### src/rtl/stream_checker_pkg.sv
// Shared types and constants for the rx stream checker: FSM encoding and LFSR definition.
package stream_checker_pkg;

    typedef enum logic [1:0] {
        StIdle   = 2'd0,
        StLocked = 2'd1,
        StLost   = 2'd2
    } chk_state_e;

    localparam logic [15:0] LfsrSeed    = 16'hACE1;
    // Taps 16,14,13,11 expressed for a right-shifting register (bits 0,2,3,5)
    localparam logic [15:0] LfsrTapMask = 16'h002D;

    function automatic logic [15:0] lfsr_step(input logic [15:0] s);
        return {^(s & LfsrTapMask), s[15:1]};
    endfunction

endpackage

### src/rtl/stream_checker_lfsr16.sv
// 16-bit Fibonacci LFSR used to generate pseudo-random backpressure.
module lfsr16
    import stream_checker_pkg::*;
(
    input  logic        clk_in,
    input  logic        rst_in,
    input  logic        enable,
    output logic [15:0] state_out
);

    logic [15:0] state_q;

    always_ff @(posedge clk_in or negedge rst_in) begin
        if (!rst_in) begin
            state_q <= LfsrSeed;
        end else if (enable) begin
            state_q <= lfsr_step(state_q);
        end
    end

    assign state_out = state_q;

endmodule

### config.mk
export PLATFORM = sky130hd
export DESIGN_NAME = lfsr16
export DESIGN_NICKNAME = d
export VERILOG_FILES = /design/src/rtl/stream_checker_pkg.sv /design/src/rtl/stream_checker_lfsr16.sv
export SDC_FILE = /design/constraint.sdc
export NUM_CORES = 1
export LEC_CHECK = 0
export CAP_MARGIN = 30
export CORE_MARGIN = 2
export CORE_UTILIZATION = 35
export CTS_CLUSTER_DIAMETER = 50
export DETAILED_ROUTE_END_ITERATION = 8
export GPL_TIMING_DRIVEN = 0
export PLACE_DENSITY = 0.73
export SKIP_CTS_REPAIR_TIMING = 1
export SYNTH_ARGS = -nofsm -noshare
export SYNTH_HDL_FRONTEND = slang
export SYNTH_SLANG_ARGS = --single-unit
### constraint.sdc
create_clock -name clk_in -period 1.1 [get_ports clk_in]
set_input_delay 0.22 -clock clk_in [delete_from_list [all_inputs] [get_ports clk_in]]
set_output_delay 0.22 -clock clk_in [all_outputs]
set_load 0.005 [all_outputs]
# After elaboration in Yosys (flattened, before gate mapping)
# Index checks and enable logic that the tools add are counted.
# word_totals
elab_cells	2
ff_bits	16
mem_bits_ro	0
out_inout_bits	16
mem_count	0
ramBits	0
input_bits	3
latchBits	0
# classes
reduce_logical	1
n_mux	0
n_bitwise	0
n_eq_ne	0
multipliers	0
n_div	0
n_shift	0
n_addsub	0
magnitude_cmp	0
# ops
op	count
16-bit XOR reduction	1

# Longest topological paths before layout
# Gate-level depths: netlist of run 1.
# logic_depth
depth_word	1
mapped_depth	4
ltp_nobuf	3

# Least setup slack after synthesis of run 1
# No wires, ideal clock.
# synth_timing
path_type	register to register
start	register state_q[5], in the netlist state_out[5]
end	register state_q[15], in the netlist state_out[15]
synth_period_minus_slack_ps	954
required_time_ps	1027
path_buffers	0
path_stages_with_launch	4
setup_slack_ps	146
setup_ps	73
t_arrival_ps	881
cell_sequence	dfstp_2 > xnor2_1 > xnor2_1 > a21oi_1
# synth_via
elab_chain_len	1
# synth_rtl
element	line	text
start, declared	stream_checker_lfsr16.sv:11	logic [15:0] state_q;
start signal, assigned	stream_checker_lfsr16.sv:15	state_q <= LfsrSeed;
start signal, assigned	stream_checker_lfsr16.sv:17	state_q <= lfsr_step(state_q);
16-bit XOR reduction	stream_checker_pkg.sv:15	return {^(s & LfsrTapMask), s[15:1]};
# Every way passes these cells.
# A chain may end at the register's enable or synchronous reset.

# Final worst setup path of run 1
# layout_timing
start	register state_q[10], in the netlist state_out[10]
end	output port state_out[10]
# layout_rtl
element	line	text
end, declared	stream_checker_lfsr16.sv:8	output logic [15:0] state_out
# No word-level cell between the ends.

==> summary.md, run 1 <==
| Metric | Value |
|---|---|
| Final setup viols | 8 |
| CTS H-Tree Depth | 1 |
| Die area | 2300 µm² |
| Post-detailed-routing wire length | 1.08 mm |
| WP data arrival | 0.95 ns |
| TritonCTS clock tree | built |
| Slew Limit Fails | 0 |
| Max_slew headroom | 53.4% |
| DP HPWL | 720 µm |
| # fillers | 176 |
| Max FFs per register | 16 |
| Die Wd | 47.9 µm |
| Nets | 69 |
| Largest net degree at the start of global routing | 17 |
| Status | finished, violations left |
| Cell depth of the worst setup path | 1 |
| Routed Antenna Nets | 0 |
| Vias in the first global route | 335 |
| Syn_nets | 41 |
| Max Freq | 0.853 GHz |
| Cell breakdown of the critical path | clkbuf_2 |
| Reg2Reg Depth | 4 |
| Clock Tree Buf Depth | 2 |
| Number of buffers created by CTS | 3 |
| Clk_skew | 0.00836 ns |
| CP max stage cell | dfstp_2 |
| Global-route wire length before repair | 1.57 mm |
| CTS sink cnt | 16 |
| Commonest non-fill, non-tap cells in the layout | 11 x clkbuf_2, 8 x mux2_4, 8 x dfstp_2, 8 x dfrtp_1, 7 x mux2_2 |
| CP endpoint kind | primary output |
| Worst slew pin tran | 0.697 ns |
| Failing checks | negative setup slack |
| Final Hold Viols | 0 |
| CP Data Required Time | 0.88 ns |
| Critical Path Max Stage Delay | 0.55 ns |
| Vias post-DR | 383 |
| Crit Path Class | reg2out |
| RD Place Congestion | 0.623 |
| Gr ovfl total | 0 |
| Initial antenna violation count | 0 |
| Family with the most delay on the worst path | flip-flops |
| Worst-path clk slew | 0.10 ns |
| GRT Util Overall | 10.3% |
| Min-Delay Path Class | in2reg |
| Pwr/cell area | 3040 nW/µm² |
| Cell count after synthesis | 38 |
| Unrepaired setup endpoints after global routing | true |
| WP buf/inv | 1 |
| Vias/cell | 4.26 |
| Final min period | 1.17 ns |
| Initial DRC Count | 6 |
| Mean Syn Cell Area | 17.8 µm² |
| Hold-critical path depth | 2 |
| Row Count | 15 |
| Syn Std Cell Area | 676 µm² |
| Root buf cell | clkbuf_4 |
| Chip height | 47.9 µm |
| Pleak | 0.457 nW |
| # diodes | 0 |
| Synth warn | 0 |
| Pre-CTS setup slack | -0.174 ns |
| Initial Utilization | 38.3% |
| Worst vdd ir | 1.45 mV |
| PortBufs | 17 |
| Period utilisation layout | 107% |
| Setup TNS | -0.494 ns |
| Pre-Repair DR Iteration Count | 3 |
| Maxcap violations | 0 |
| Commonest non-fill, non-tap cell in the layout | clkbuf_2 |
| Share of cells above drive strength 1 | 70.8% |
| Worst setup margin | -0.0724 ns |
| Synthesis-stage register bit count | 16 |
| Worst setup SP type | flip-flop |
| Residual DRC count | 0 |
| Wirelength per Cell | 12.0 µm |
| Area of the core | 1760 µm² |
| Crit path max fanout | 3 |
| IO Count | 19 |
| Worst skew pair latency | 0.28 ns |
| Post-synth cell types | 9 |
| Area Overhead vs Synth | 35.6% |
| Register area share after synthesis | 60.7% |
==> cell usage after synthesis, drive strengths merged <==
cell / number / area (µm²)
xnor2: 3 / 26.3
dfrtp: 8 / 200
a21oi: 1 / 5.00
buf: 2 / 31.3
mux2: 15 / 199
dfstp: 8 / 210
nor2: 1 / 3.75
==> cell families after synthesis <==
| family | after synthesis | synth area share (%) |
|---|---|---|
| flops | 16 | 60.7 |
| mux | 15 | 29.4 |
| xor+xnor | 3 | 3.89 |
| buf+inv | 2 | 4.63 |
| compound gates | 1 | 0.740 |
| simple gates | 1 | 0.555 |
==> path summary, 6_finish.rpt <==
path	end	startpoint	slack, ns
min in group asynchronous	state_out[9]	rst_in	0.34
min	state_out[3]	enable	0.23
max reg2reg	state_out[15]	state_out[5]	0.02
min reg2reg	state_out[15]	state_out[15]	0.52
max	state_out[10]	state_out[10]	-0.07
max in group asynchronous	state_out[1]	rst_in	0.31
==> per-layer routing <==
metal  GRT usage [%]  routed length (µm)
met2            12.0                 490
met1            15.5                 509
met4            3.24                   6
met3            5.66                  72
met5               0                   0
==> stage by stage <==
step | utilization [%] | instance area (µm²) | cells | hold slack [ns] | total power (W)
final | 51.9 | 916 | 90 | 0.232 | 0.00278
after global routing | 51.9 | 916 | 90 | 0.211 | 0.00297
after CTS | 51.8 | 913 | 84 | 0.223 | 0.00290
after detailed placement | 49.7 | 877 | 80 | 0.502 | 0.00250
after global placement | 49.7 | 877 | 80 | 0.484 | 0.00247
after floorplan | - | 676 | 38 | -0.0756 | 0.00179
==> cell type report <==
type                       count  area [µm²]  share of cell area [%]
timing repair buffer          23         173                    18.9
tap                           25        31.3                    3.42
buffer                         2        31.3                    3.42
sequential                    16         410                    44.8
multi-input combinational     20         234                    25.5
clock buffer                   4        36.3                    3.96
==> power breakdown <==
part           total, W  switching [W]  internal [W]
Combinational   0.00119       0.000382      0.000812
Sequential      0.00121       0.000206       0.00100
Clock          0.000382       0.000180      0.000201
Total           0.00278       0.000768       0.00201
==> worst reg2reg max path, delay by kind of cell (launching register included) <==
| kind | cells | cell delay [ns] |
|---|---|---|
| AO/OA/AOI/OAI | 1 | 0.08 |
| XOR/XNOR | 2 | 0.27 |
| buffers and inverters | 1 | 0.12 |
| flip-flops | 1 | 0.55 |
Power figures use the tool's default switching activity.
==> run 2: changes to the inputs <==
==> constraint.sdc (replaced) <==
create_clock -name clk_in -period 1.1 [get_ports clk_in]
set_input_delay 0.22 -clock clk_in [delete_from_list [all_inputs] [get_ports clk_in]]
set_output_delay 0.22 -clock clk_in [all_outputs]
set_load 0.02 [all_outputs]
==> run 2 against run 1 <==
  * The flow still finishes with violations (negative setup slack)
  * Worst setup slack got worse by 0.026 ns
  * Final area increased by 4.1%
  * Critical endpoint is now state_out[15]
  * Largest power group is now combinational logic
  * Combinational power rose by 47%
==> summary.md, run 2 (synthesis gave the netlist of run 1 again) <==
| Metric | Value |
|---|---|
| Status | finished, violations left |
| Failing checks | negative setup slack |
| Max_slew headroom | 54.8% |
| Root buf cell | clkbuf_4 |
| Area of the core | 1760 µm² |
| Worst setup margin | -0.0979 ns |
| CTS sink cnt | 16 |
| Routed Antenna Nets | 0 |
| Combinational power share | 51.6% |
| Clock Tree Buf Depth | 2 |
| Wirelength per Cell | 12.2 µm |
| Worst vdd ir | 1.74 mV |
| GRT met3 Usage | 5.66% |
| Commonest non-fill, non-tap cells in the layout | 13 x buf_6, 8 x mux2_4, 8 x dfstp_2, 8 x dfrtp_1, 7 x mux2_2 |
| Slew Limit Fails | 0 |
| Initial antenna violation count | 0 |
| TritonCTS clock tree | built |
| Gr ovfl total | 0 |
| Register share of total power | 37.1% |
| Initial DRC Count | 2 |
| Vias in the first global route | 335 |
| Global-route wire length before repair | 1.57 mm |
| Hold WS | 0.229 ns |
| Die area | 2300 µm² |
| # diodes | 0 |
| Initial Utilization | 38.3% |
| Final Hold Viols | 0 |
| Area Overhead vs Synth | 41.1% |
| Pre-Repair DR Iteration Count | 2 |
| Psw | 0.00117 W |
| Share of cells above drive strength 1 | 78.5% |
| Die Wd | 47.9 µm |
| Core Util, Final | 54.0% |
| Max FFs per register | 16 |
| CP Data Required Time | 0.88 ns |
| Maxcap violations | 0 |
| Vias post-DR | 391 |
| Unrepaired setup endpoints after global routing | true |
| Chip height | 47.9 µm |
| CP endpoint kind | primary output |
| Number of buffers created by CTS | 3 |
| Max Freq | 0.835 GHz |
| Pleak | 0.437 nW |
| Residual DRC count | 0 |
| Top Usage Layer GRT | met1 |
| Worst skew pair latency | 0.29 ns |
| Sw Share | 34.5% |
| Worst slew pin tran | 0.676 ns |
| Crit path max fanout | 3 |
| Largest net degree at the start of global routing | 17 |
| CTS H-Tree Depth | 1 |
| DP HPWL | 720 µm |
| Worst-path clk slew | 0.10 ns |
| GRT Util Overall | 10.3% |
| RD Place Congestion | 0.623 |
| Critical Path Max Stage Delay | 0.57 ns |
| PortBufs | 17 |
| Power Total | 0.00340 W |
| Commonest non-fill, non-tap cell in the layout | buf_6 |
| Vias/cell | 4.34 |
| Clock Power Share | 11.3% |
| Period utilisation layout | 109% |
| Final setup viols | 9 |
| Met2 global-route usage | 12.0% |
| WP buf/inv | 1 |
| Worst setup SP type | flip-flop |
| Internal Power | 0.00222 W |
| Family with the most delay on the worst path | flip-flops |
| Row Count | 15 |
| IO Count | 19 |
| Pwr/cell area | 3560 nW/µm² |
| Min-Delay Path Class | in2reg |
| CP max stage cell | dfstp_2 |
| Post-detailed-routing wire length | 1.10 mm |
| Crit Path Class | reg2out |
| WP data arrival | 0.98 ns |
| Clk_skew | 0.00991 ns |
| Final min period | 1.20 ns |
| Met1 GRT Util | 15.5% |
| Cell breakdown of the critical path | buf_6 |
| Nets | 69 |
==> run 2: cell types whose count changed in the layout (fill, tap and decap cells not counted) <==
cell            before  now
dlymetal6s2s_1       5    0
buf_2                0    2
buf_6                1   13
clkbuf_2            11    2
==> run 2: worst reg2reg max path, stage by stage (launching register included) <==
cell	delay, ns
dfstp_2	0.56
buf_4	0.12
xnor2_1	0.12
xnor2_1	0.09
a21oi_1	0.16
==> run 2: cell type report <==
type                            count  area (µm²)
Timing Repair Buffer               23         210
Clock buffer                        4        36.3
Sequential cell                    16         410
Fill cell                         164         811
Multi-Input combinational cell     20         234
Buffer                              2        31.3
Tap cell                           25        31.3
==> run 2: stage by stage <==
| stage | setup slack, ns | instance area, µm² | std cells | TNS (ns) |
|---|---|---|---|---|
| 2_1_floorplan | 0.0797 | 676 | 38 | 0 |
| 3_3_place_gp | -0.271 | 877 | 80 | -2.88 |
| 3_5_place_dp | -0.277 | 877 | 80 | -3.03 |
| 4_1_cts | -0.601 | 913 | 84 | -7.97 |
| 5_1_grt | -0.141 | 953 | 90 | -1.16 |
| 6_report | -0.0979 | 953 | 90 | -0.678 |
==> run 2: worst paths after layout <==
path	start	end	slack [ns]	cells after the start
worst max-delay path	state_out[15]	state_out[15]	-0.1	1
worst min-delay path	enable	state_out[3]	0.23	2
min in group asynchronous	rst_in	state_out[4]	0.33	1
max in group asynchronous	rst_in	state_out[14]	0.33	1
worst max register to register	state_out[5]	state_out[15]	-0.02	4
worst min register to register	state_out[1]	state_out[0]	0.54	1
==> run 2: power groups by stage <==
stage | clock network, W | registers (W) | logic, W
2_1_floorplan | 0 | 0.00162 | 0.000532
3_3_place_gp | 0 | 0.00127 | 0.00156
3_5_place_dp | 0 | 0.00127 | 0.00159
4_1_cts | 0.000404 | 0.00126 | 0.00160
5_1_grt | 0.000435 | 0.00130 | 0.00186
6_report | 0.000384 | 0.00126 | 0.00175
==> run 2: metal layers <==
metal,up-vias,wire (µm)
met4,0,6
li1,183,-
met2,11,534
met5,-,0
met3,2,75
met1,195,478
==> run 3: changes to the inputs <==
--- a/config.mk
+++ b/config.mk
@@ -5,7 +5,7 @@
 export SDC_FILE = /design/constraint.sdc
 export NUM_CORES = 1
 export LEC_CHECK = 0
-export CAP_MARGIN = 30
+export ABC_CLOCK_PERIOD_IN_PS = 1100
 export CORE_MARGIN = 2
 export CORE_UTILIZATION = 35
 export CTS_CLUSTER_DIAMETER = 50
==> results of run 3 <==
The final DEF is identical to that of run 2; final timing and power are the same.
